### config.mk
export PLATFORM = sky130hd
export DESIGN_NAME = pts_tx_sched
export DESIGN_NICKNAME = d
export VERILOG_FILES = /design/src/rtl/pts_tx_sched.sv
export SDC_FILE = /design/constraint.sdc
export NUM_CORES = 1
export LEC_CHECK = 0
export BUFFER_PORTS_ARGS = -buffer_cell sky130_fd_sc_hd__buf_2
export CORE_ASPECT_RATIO = 0.7
export CORE_MARGIN = 2
export CORE_UTILIZATION = 35
export DETAILED_ROUTE_END_ITERATION = 8
export PLACE_DENSITY = 0.6
export SLEW_MARGIN = 20
export SYNTH_ARGS = -nofsm -noshare
export SYNTH_HDL_FRONTEND = slang
export SYNTH_SLANG_ARGS = --single-unit
### constraint.sdc
create_clock -name clk -period 1.9 [get_ports clk]
set_input_delay 0 -clock clk [delete_from_list [all_inputs] [get_ports clk]]
set_output_delay 0 -clock clk [all_outputs]
set_load 0.03 [all_outputs]
### src/rtl/pts_tx_sched.sv
// pts_tx_sched: round-robin transmit scheduler for a parallel-to-serial
// shift register. Accepts words from two requesters, loads the shift
// register, paces shifts so each bit is held CLKS_PER_BIT clocks, and
// supports a synchronous abort that parks the serial line at idle (1).
module pts_tx_sched #(
    parameter int NUM_BITS     = 32,
    parameter int CLKS_PER_BIT = 4
) (
    input  logic                clk,
    input  logic                n_rst,
    input  logic                req0_valid,
    input  logic [NUM_BITS-1:0] req0_data,
    output logic                req0_ready,
    input  logic                req1_valid,
    input  logic [NUM_BITS-1:0] req1_data,
    output logic                req1_ready,
    input  logic                abort,
    output logic                sr_load_enable,
    output logic                sr_shift_enable,
    output logic [NUM_BITS-1:0] sr_parallel_in,
    output logic                tx_active,
    output logic                tx_src,
    output logic                frame_done
);

    localparam int TW = (CLKS_PER_BIT > 1) ? $clog2(CLKS_PER_BIT) : 1;
    localparam int CW = $clog2(NUM_BITS);

    typedef enum logic [1:0] {
        S_IDLE = 2'd0,
        S_LOAD = 2'd1,
        S_BIT  = 2'd2
    } state_t;

    state_t              r_state;
    state_t              w_state_next;
    logic [NUM_BITS-1:0] r_word;
    logic                r_last_src;
    logic                r_tx_src;
    logic [TW-1:0]       r_timer;
    logic [CW-1:0]       r_bitcnt;

    logic w_grant0;
    logic w_grant1;
    logic w_accept;
    logic w_tc;
    logic w_last_bit;

    // Round-robin grant: a lone requester wins; on a tie the one not served last wins
    always_comb begin
        w_grant0 = req0_valid && (!req1_valid || r_last_src);
        w_grant1 = req1_valid && (!req0_valid || !r_last_src);
    end

    // Ready is combinational and held low while reset is asserted
    always_comb begin
        req0_ready = n_rst && (r_state == S_IDLE) && w_grant0;
        req1_ready = n_rst && (r_state == S_IDLE) && w_grant1;
        w_accept   = (req0_ready && req0_valid) || (req1_ready && req1_valid);
        w_tc       = (r_timer == TW'(CLKS_PER_BIT - 1));
        w_last_bit = (r_bitcnt == CW'(NUM_BITS - 1));
    end

    // State register
    always_ff @(posedge clk or negedge n_rst) begin
        if (!n_rst) begin
            r_state <= S_IDLE;
        end else begin
            r_state <= w_state_next;
        end
    end

    // Next-state logic; abort outranks the final terminal count
    always_comb begin
        w_state_next = r_state;
        case (r_state)
            S_IDLE: if (w_accept) w_state_next = S_LOAD;
            S_LOAD: w_state_next = abort ? S_IDLE : S_BIT;
            S_BIT: begin
                if (abort)                 w_state_next = S_IDLE;
                else if (w_tc && w_last_bit) w_state_next = S_IDLE;
            end
            default: w_state_next = S_IDLE;
        endcase
    end

    // Shift-register controls; an abort reloads all-ones to force the line idle
    always_comb begin
        sr_load_enable  = 1'b0;
        sr_shift_enable = 1'b0;
        sr_parallel_in  = r_word;
        frame_done      = 1'b0;
        case (r_state)
            S_LOAD: begin
                sr_load_enable = 1'b1;
                if (abort) sr_parallel_in = '1;
            end
            S_BIT: begin
                if (abort) begin
                    sr_load_enable = 1'b1;
                    sr_parallel_in = '1;
                end else if (w_tc) begin
                    sr_shift_enable = 1'b1;
                    frame_done      = w_last_bit;
                end
            end
            default: ;
        endcase
        tx_active = (r_state != S_IDLE);
        tx_src    = r_tx_src;
    end

    // Capture the accepted word and remember who sent it
    always_ff @(posedge clk or negedge n_rst) begin
        if (!n_rst) begin
            r_word     <= '0;
            r_last_src <= 1'b1;
            r_tx_src   <= 1'b0;
        end else if (w_accept) begin
            r_word     <= req1_ready ? req1_data : req0_data;
            r_last_src <= req1_ready;
            r_tx_src   <= req1_ready;
        end
    end

    // Bit timer and bit counter; both restart in LOAD so neither wraps mid-frame
    always_ff @(posedge clk or negedge n_rst) begin
        if (!n_rst) begin
            r_timer  <= '0;
            r_bitcnt <= '0;
        end else if (r_state == S_LOAD) begin
            r_timer  <= '0;
            r_bitcnt <= '0;
        end else if (r_state == S_BIT) begin
            if (w_tc) begin
                r_timer  <= '0;
                r_bitcnt <= r_bitcnt + 1'b1;
            end else begin
                r_timer  <= r_timer + 1'b1;
            end
        end
    end

endmodule
==> run metrics, run 1 <==
FMAX 565 MHz; synth warn 0; # DRC 0; Synth area leader dfrtp_1; DP HPWL 5.09 mm; ant diodes 0; wire per inst roughly 15 microns; CP dominant cell by count ha_1; total leakage power roughly 1.7 nW; crit path cell chain ha_1, and3_1, ha_1, nand2_1, a32oi_2, mux2_1; Clock Root Buffer clkbuf_8; Sw Pwr 2.60 mW; port bufs around 110; most common cell in the netlist dfrtp_1; sequential share of power about 28%; Slew Limit Fails 0; slack of the critical path about 0.13 ns; simple-gate portion of the synthesized area ~18%; initial antenna violation count 0; CTS clk-pin slew, worst paths about 0.090 ns; Setup TNS 0 ns; crit path time final approximately 1.8 ns; CP Launch Type register; switch share 48.6%; xor/xnor share of the synthesized area 0%; Worst Path Arrival 1.94 ns; fraction of layout cells with a size suffix above 1 between 30% and 40%; Syn Area/Cell between 8 and 9 sq um; first-pass GRT wire length roughly 13 mm; Pwr Density 1520 nW/um^2; Area Growth Syn to Fin 44.3%; Total Power about 5.3 mW; worst path bufs/invs 0; share of power burned in the clock network 12.3%; largest cells by area after synthesis dfrtp_1, a31oi_1, nand2b_1, a21oi_1, o21ai_0; CP endpoint kind register; clk_lat worst skew between 0.2 and 0.3 ns; 1st-pass router iterations 4; Post-CTS Setup Bufs 0; worst hold stages 3; synthesized net count about 360; Ports roughly 110; clock buffer depth 2; maximum vdd drop 0.730 mV; Place WS around 0.20 ns; global-route usage over all layers between 20% and 30%; kind of critical path reg2reg; Setup Skew approximately 0.0068 ns; Die H approximately 74 microns; die area about 7700 sq um; Reg2Reg Depth 6; Top FF cell, synth dfrtp_1; register bit count reported by yosys 43; TritonCTS buffer count 5; cell family with most CP delay flip-flops; synth cell count leaders dfrtp_1, a21oi_1, nor2_1; hold crit path type in2reg; Synth Area in Adders approximately 3.6%; CP Depth 6; Clock Sinks between 40 and 50; Die W about 100 microns; status finished clean; CTS tree done; max_cap viols 0; # rows 25; RePlAce Congestion around 0.79; fraction of registers with async set/reset 100%; global route overflow 0; Initial Util 36.1%; Layout Nets around 500; antenna violation net count after detailed routing 0; headroom to the max-slew limit 74.4%; slowest stage delay, CP around 0.38 ns; Cell variety after synth 32; H-tree depth 2; Fin. Hold Viols 0; overall routed net length about 7.8 mm; internal power around 2.7 mW; vias in the first global route approximately 2.6k; post-synthesis compound-gate area fraction between 20% and 30%; Least-Margin Pin Slew 0.384 ns; starting DRC count in detailed routing approximately 170; vias post-DR between 2k and 3k; fin crit share 93.1%; Critical Path Fanout Max 3; mux contribution to synthesized area 1.79%; CP required ~2.1 ns; Final Non-Filler Cells just over 500; number of flops mapped to enable cells by yosys 0; routed vias/inst about 5.1; placed insts approximately 480; largest net degree at the start of global routing 33; slowest stage cell, crit path dfrtp_1; sequential area share after synthesis 44.1%; total core area ~6800 sq um; post-synth top area share a little over two fifths; Comb pwr share between 50% and 60%; mapped cell area about 2400 sq um; combinational family with the most area after synthesis compound AO/OA/AOI/OAI gates; final setup fails 0; Cells after Synth around 280; RSZ-0062 raised after global routing no
## registers in the layout, indices dropped and copies added, names as in the netlist
signal	flops
tx_src	1
r_last_src	1
r_bitcnt	5
r_word	32
r_state	2
r_timer	2
## power by group through the flow
stage,Combinational (mW),Clock (mW),Sequential [mW]
floorplan,2.22,0,1.50
global placement,3.07,0,1.52
detailed placement,3.10,0,1.53
CTS,3.16,0.676,1.52
global route,3.45,0.719,1.58
finish,3.16,0.658,1.52
## path summary, 6_finish.rpt
path | from | to | slack (ns)
max | r_bitcnt[0] | r_state[0] | 0.13
min | req1_data[24] | r_word[24] | 0.01
max reg2reg | r_bitcnt[0] | r_state[0] | 0.13
min reg2reg | r_timer[1] | r_timer[1] | 0.51
max in group asynchronous | n_rst | r_bitcnt[0] | 1.11
min in group asynchronous | n_rst | r_word[8] | 0.15
## metal layers
metal	share of wire, %	track usage (%)	vias to the layer above
li1	-	-	1271
met1	49	29.3	1234
met2	44	32.7	110
met3	6.9	4.70	2
met4	0.34	3.60	0
met5	0	0	-
## through the flow
step                      utilization (%)  instance area (sq um)  hold slack, ns
after floorplan                         -                   2440          -0.296
after global placement               45.6                   3080         -0.0800
after detailed placement             45.6                   3080         -0.0685
after global routing                 52.2                   3520         0.00350
final                                52.2                   3520          0.0120
after CTS                            52.0                   3510         0.00112
## area by class of cell
type / count / area (sq um)
fillers: 645 / 3230
inverters: 7 / 26.3
repair buffers: 155 / 981
clock buffers: 7 / 96.3
flip-flops and latches: 43 / 1080
well taps: 94 / 118
clock inverters: 1 / 7.51
multi-input cells: 209 / 1220
## cell families after synthesis
group                      after synthesis
AOI/OAI and AO/OA                      113
and+or+nand+nor                         85
DFF                                     43
buffers and inverters                   31
adders and majority gates                7
muxes                                    4
## worst register-to-register path, stage by stage, from the launching register on
cell and delay, ns:
dfrtp_1 0.38, ha_1 0.20, and3_1 0.19, ha_1 0.16, nand2_1 0.10, a32oi_2 0.29, mux2_1 0.35
## cells in the final DEF, fill, tap and decap left out, drive strengths merged
cell and n:
dfstp 1, ha 7, nor2b 1, mux2i 1
a31oi 33, nor3b 1, mux2 3, o211ai 1
dfrtp 42, nor3 2, nand3 2, a21oi 35
and3 3, a32oi 1, nand2b 32, and3b 1
nand2 7, o21ai 37, dlygate4sd3 33, and4 1
nor2 34, buf 122, clkinvlp 1, o22ai 1
inv 7, clkbuf 7, a22o 2, o2bb2ai 2
and2 1, o211a 1
## what timing repair did
action	in CTS	in global routing
hold buffers	33	0
hold endpoints to repair	51	0
setup endpoints to repair	0	22
gates resized for setup	0	4
No activity file was read; power rests on OpenSTA's default activity.
==> inputs of run 2 (changes only) <==
--- a/config.mk
+++ b/config.mk
@@ -7,10 +7,9 @@
 export LEC_CHECK = 0
 export BUFFER_PORTS_ARGS = -buffer_cell sky130_fd_sc_hd__buf_2
 export CORE_ASPECT_RATIO = 0.7
-export CORE_MARGIN = 2
 export CORE_UTILIZATION = 35
 export DETAILED_ROUTE_END_ITERATION = 8
-export PLACE_DENSITY = 0.6
+export PLACE_DENSITY = 0.63
 export SLEW_MARGIN = 20
 export SYNTH_ARGS = -nofsm -noshare
 export SYNTH_HDL_FRONTEND = slang
==> constraint.sdc (replaced) <==
create_clock -name clk -period 1.6 [get_ports clk]
set_input_delay 0 -clock clk [delete_from_list [all_inputs] [get_ports clk]]
set_output_delay 0 -clock clk [all_outputs]
set_load 0.03 [all_outputs]
==> run 2 against run 1 <==
  * The run now ends with setup timing left
  * Utilization rose by 7.1 points
  * Combinational power rose by 48%
  * First-iteration DRC count fell by 6.0%
  * Critical path depth rose by 1
  * Non-clock buffer count rose by 21
  * Sequential share of layout area fell by 3.6 points
  * Clock skew fell by 0.0019 ns
  * Sequential cell count did not move
  * Global-route usage rose by 0.93 points
  * Critical path type is now reg2out
  * Largest cell class is now non-clock buffers
  * Largest power group unchanged
==> run metrics, run 2 (synthesis results as in run 1) <==
Layout Utilization 59.2% (+7.1 points); fraction of layout cells with a size suffix above 1 38.4% (+5.7 points); H-tree depth 2 (unchanged); Setup Skew 0.00488 ns (-0.00187 ns); # rows 25 (unchanged); Critical R2R Launch r_bitcnt[0]; 1st-pass router iterations 4 (unchanged); Clock Root Buffer clkbuf_8; hold_sp req1_data[21]; total leakage power 1.88 nW (+14%); slack of the critical path -0.0742 ns (-0.204 ns); placed insts 484 (+1.9%); ant diodes 0 (unchanged); status finished with violations; global route overflow 0 (unchanged); Pwr Density 1870 nW/um^2 (+24%); headroom to the max-slew limit 74.4% (about the same); Reg2Reg Setup Slack 0.02 ns (-0.11 ns); Setup TNS -0.0742 ns (-0.0742 ns); violated checks setup timing; fin crit share 105%; area post-placement 3220 sq um (+4.5%); Fin. Hold Viols 0 (unchanged); RePlAce Congestion 0.752 (-5.2%); most frequent cells in the layout buf_2, buf_4, dfrtp_1, nor2_1, a21oi_1; CP endpoint kind output pin; wire per inst 15.2 microns (+0.20%); Top Registers r_word: 32 flops, r_bitcnt: 5 flops; RSZ-0062 raised after global routing yes; Hold EP r_word[21]; Area Growth Syn to Fin 63.9%; routed vias/inst 5.02 (-1.0%); TritonCTS buffer count 5 (unchanged); Slew Limit Fails 0 (unchanged); kind of critical path reg2out; Die W 102 microns (-1.9%); Final Non-Filler Cells 537 (+4.1%); clk_lat worst skew 0.30 ns (about the same); overall routed net length 8.17 mm (+4.3%); largest net degree at the start of global routing 30 (-9.1%); starting DRC count in detailed routing 157 (-6.0%); vias in the first global route 2525 (-1.6%); Worst Path Arrival 1.67 ns (-0.27 ns); global-route usage over all layers 21.6% (+0.93 points); first-pass GRT wire length 12.2 mm (-3.6%); Critical Path Fanout Max 3 (unchanged); Die H 71.9 microns (-2.7%); total core area 6760 sq um (unchanged); Reg2Reg Depth 6 (unchanged); maximum vdd drop 0.990 mV (+36%); crit path time final 1.67 ns; Clock Sinks 43 (unchanged); CTS clk-pin slew, worst paths 0.08 ns (about the same); antenna violation net count after detailed routing 0 (unchanged); Place WS -0.00703 ns (-0.203 ns); initial antenna violation count 0 (unchanged); register name with the most flops r_word; worst flop-to-flop path endpoint r_state[0]; final instance area 4000 sq um (+14%); FMAX about 600 MHz; hold crit path type in2reg; Largest register FFs 32 (unchanged); worst hold stages 3 (unchanged); CP Launch Type register; commonest non-fill, non-tap cell in the layout buf_2; DP HPWL 5.11 mm (+0.38%); Layout Nets 518 (+4.2%); Ports 108 (unchanged); clock buffer depth 2 (unchanged); CTS tree done; die area 7320 sq um (-4.6%); final setup fails 1 (+1); vias post-DR 2696 (+3.0%); max_cap viols 0 (unchanged); CP required 1.60 ns (-0.47 ns); port bufs 107 (unchanged); Total Power 7.50 mW (+40%); # DRC 0 (unchanged); Hold Slack 0.0119 ns (-0.0000848 ns); Initial Util 36.1% (unchanged); Least-Margin Pin Slew 0.383 ns (-0.000752 ns)
==> run 2: cell types whose count changed in the layout (fill, tap and decap cells not counted), moves of 4 or more <==
cell and delta:
buf_4 +41, buf_2 -34, buf_12 +5, buf_6 +5, ha_1 -4, ha_4 +4
==> run 2: worst max-delay path by stage <==
| stage | start | to | slack [ns] | cells after the start |
|---|---|---|---|---|
| global route | r_bitcnt[0] | frame_done | -0.13 | 7 |
| finish | r_bitcnt[0] | frame_done | -0.07 | 7 |
| CTS | r_bitcnt[1] | frame_done | -0.10 | 7 |
| global placement | r_bitcnt[0] | r_state[0] | 0.01 | 6 |
| detailed placement | r_bitcnt[1] | r_state[0] | -0.007 | 6 |
| floorplan | r_bitcnt[0] | r_state[0] | 0.02 | 6 |
==> run 2: what timing repair did <==
item,in CTS,in global routing
endpoints found under the setup margin,37,17
buffers inserted,4,5
endpoints found under the hold margin,74,0
gates resized for setup,36,38
hold buffers,33,0
pin swaps,4,2
gates cloned,1,2
==> run 2: critical path, cell delays in order, from the launching register on <==
cell	delay (ns)
dfrtp_1	0.40
ha_4	0.16
and3_4	0.19
ha_4	0.14
nand2_4	0.05
buf_6	0.12
nor3b_4	0.18
buf_6	0.15
==> run 2: area by class of cell <==
class | instances | area, sq um
sequential | 43 | 1080
clock inverter | 2 | 60.1
clock buffer | 6 | 72.6
timing repair buffer | 176 | 1340
tap | 94 | 118
multi-input combinational | 209 | 1310
inverter | 7 | 26.3
fill | 630 | 2750
==> run 2: where the power goes <==
group          switching [mW]  leakage [nW]  internal [mW]
logic                    2.65          1.32           2.03
registers               0.244         0.493           1.57
clock network           0.381        0.0654          0.624
==> run 2: per-layer routing <==
layer	track usage (%)	part of all wire [%]	vias to the layer above
met5	0	0	-
li1	-	-	1313
met1	30.0	48	1269
met4	6.51	1.2	0
met2	34.8	45	105
met3	3.56	6.1	9
==> inputs of run 3 (changes only) <==
==> constraint.sdc (replaced) <==
create_clock -name clk -period 1.6 [get_ports clk]
set_input_delay 0.32 -clock clk [delete_from_list [all_inputs] [get_ports clk]]
set_output_delay 0.32 -clock clk [all_outputs]
set_load 0.03 [all_outputs]
==> run 3 against run 2 <==
  * Final area grew 6.5%
  * Total power is 18% higher
  * Via count fell by 1.4%
  * Hold slack improved by 0.13 ns
  * Register-to-register slack worse by 0.18 ns
  * Clock-buffer cell count did not move
  * The flow still finishes with violations (setup timing)
  * Non-clock buffer count shrank 21
  * Critical path depth fell by 1
  * Sequential cell count is the same
  * Die area is the same
  * Combinational power grew 31%
  * Highest routed layer unchanged
  * Critical endpoint unchanged
  * Fmax decreased by 12%
==> run metrics, run 3 (synthesis results as in run 1) <==
status finished with violations; violated checks setup timing; Top Registers r_word: 32 flops, r_bitcnt: 5 flops; vias post-DR 2657 (-1.4%); cell family with most CP delay simple AND/OR/NAND/NOR gates; fraction of layout cells with a size suffix above 1 52.4% (+14 points); # rows 25 (unchanged); Slew Limit Fails 0 (unchanged); Reg2Reg Depth 7 (+1); worst path bufs/invs 1 (-1); RePlAce Congestion 0.779 (+3.6%); FMAX 525 MHz (-12%); initial antenna violation count 0 (unchanged); slowest stage delay, CP 0.36 ns (-0.04 ns); Critical Path Fanout Max 2 (-1); final setup fails 39 (+38); slowest stage cell, crit path dfrtp_1; first-pass GRT wire length 11.7 mm (-3.9%); Die W 102 microns (unchanged); overall routed net length 8.14 mm (-0.27%); global-route usage over all layers 20.7% (-0.85 points); clock buffer depth 2 (unchanged); slack of the critical path -0.306 ns (-0.231 ns); CP Launch Type register; starting DRC count in detailed routing 142 (-9.6%); Area Growth Syn to Fin 74.6%; Layout Nets 497 (-4.1%); wire per inst 15.8 microns (+3.8%); Clock Sinks 43 (unchanged); max_cap viols 0 (unchanged); Largest register FFs 32 (unchanged); placed insts 486 (+0.41%); CP required 1.28 ns (-0.32 ns); Die H 71.9 microns (unchanged); Final Non-Filler Cells 516 (-3.9%); CP endpoint kind output pin; antenna violation net count after detailed routing 0 (unchanged); headroom to the max-slew limit 75.9% (+1.5 points); Initial Util 36.1% (unchanged); largest net degree at the start of global routing 33 (+10%); RSZ-0062 raised after global routing yes; DP HPWL 5.02 mm (-1.7%); TritonCTS buffer count 5 (unchanged); CP Depth 6 (-1); Setup Skew 0.00499 ns (+0.000104 ns); CTS clk-pin slew, worst paths 0.08 ns (about the same); 1st-pass router iterations 4 (unchanged); fin crit share 119% (+14 points); total leakage power 2.11 nW (+12%); Pwr Density 2070 nW/um^2 (+11%); Fin. Hold Viols 0 (unchanged); clk_lat worst skew 0.29 ns (about the same); kind of critical path reg2out; total core area 6760 sq um (unchanged); # DRC 0 (unchanged); crit path time final 1.91 ns (+0.231 ns); Worst Path Arrival 1.59 ns (-0.08 ns); CTS tree done; Hold Slack 0.140 ns (+0.128 ns); Least-Margin Pin Slew 0.361 ns (-0.0219 ns); routed vias/inst 5.15 (+2.6%); commonest non-fill, non-tap cell in the layout buf_2; global route overflow 0 (unchanged); die area 7320 sq um (unchanged); ant diodes 0 (unchanged); Ports 108 (unchanged); register name with the most flops r_word; most frequent cells in the layout buf_2, buf_6, dfrtp_1, a31oi_1, a21oi_1; number of fill cells in the layout 550 (-13%); hold crit path type in2async; H-tree depth 2 (unchanged); crit path cell chain ha_2, and3_4, ha_4, nand2_4, nor3b_4, buf_6; Setup TNS -8.71 ns (-8.64 ns); port bufs 107 (unchanged); Place WS -0.0743 ns (-0.0673 ns); maximum vdd drop 0.910 mV (-8.0%); vias in the first global route 2425 (-4.0%); Clock Root Buffer clkbuf_8
==> run 3: timing repair <==
action,4_1_cts,5_1_grt
cloned,3,4
hold endpoints to repair,3,0
endpoints found under the setup margin,51,41
pin swaps,7,8
setup buffers,13,5
hold buffers,1,0
resized for setup,124,31
==> run 3: worst reg2reg max path, delay by kind of cell (launching register included) <==
family                     cells  cell delay [ns]
and+or+nand+nor                2             0.25
DFF                            1             0.36
muxes                          1             0.32
buffers and inverters          1             0.14
adders and majority gates      2             0.33
AOI/OAI and AO/OA              1             0.25
==> run 3: area by class of cell <==
cell class	instances	area, sq um	share of cell area [%]
clock buffers	6	82.6	1.94
clock inverters	2	35.0	0.822
inverters	7	26.3	0.616
multi-input cells	209	1620	37.9
flip-flops and latches	43	1080	25.3
well taps	94	118	2.76
repair buffers	155	1310	30.7
==> run 3: through the flow <==
step | power, mW | util (%) | area, sq um
5_1_grt | 9.33 | 63.1 | 4260
3_5_place_dp | 5.78 | 47.9 | 3230
4_1_cts | 8.36 | 59.8 | 4040
6_report | 8.83 | 63.1 | 4260
3_3_place_gp | 5.73 | 47.9 | 3230
2_1_floorplan | 4.50 | - | 2480
==> run 3: final timing paths <==
path,startpoint,to,slack [ns]
max in group asynchronous,n_rst,r_state[0],0.83
hold reg to reg,r_timer[1],r_timer[1],0.51
min in group clk,req0_data[19],r_word[19],0.27
hold / removal,n_rst,r_last_src,0.14
setup reg to reg,r_bitcnt[1],r_state[0],-0.16
setup / recovery,r_bitcnt[1],frame_done,-0.31
==> run 3: report_power, final <==
group	internal [mW]	switching, mW	leakage, nW
combinational	3.02	3.10	1.55
sequential	1.57	0.266	0.493
clock	0.505	0.363	0.0612
total	5.10	3.73	2.11
==> run 3: layer usage <==
layer	track usage, %	up-vias	part of all wire (%)
met2	34.5	118	48
met3	3.85	4	8.2
met5	0	-	0
met4	4.44	0	0.29
met1	28.3	1253	44
li1	-	1282	-
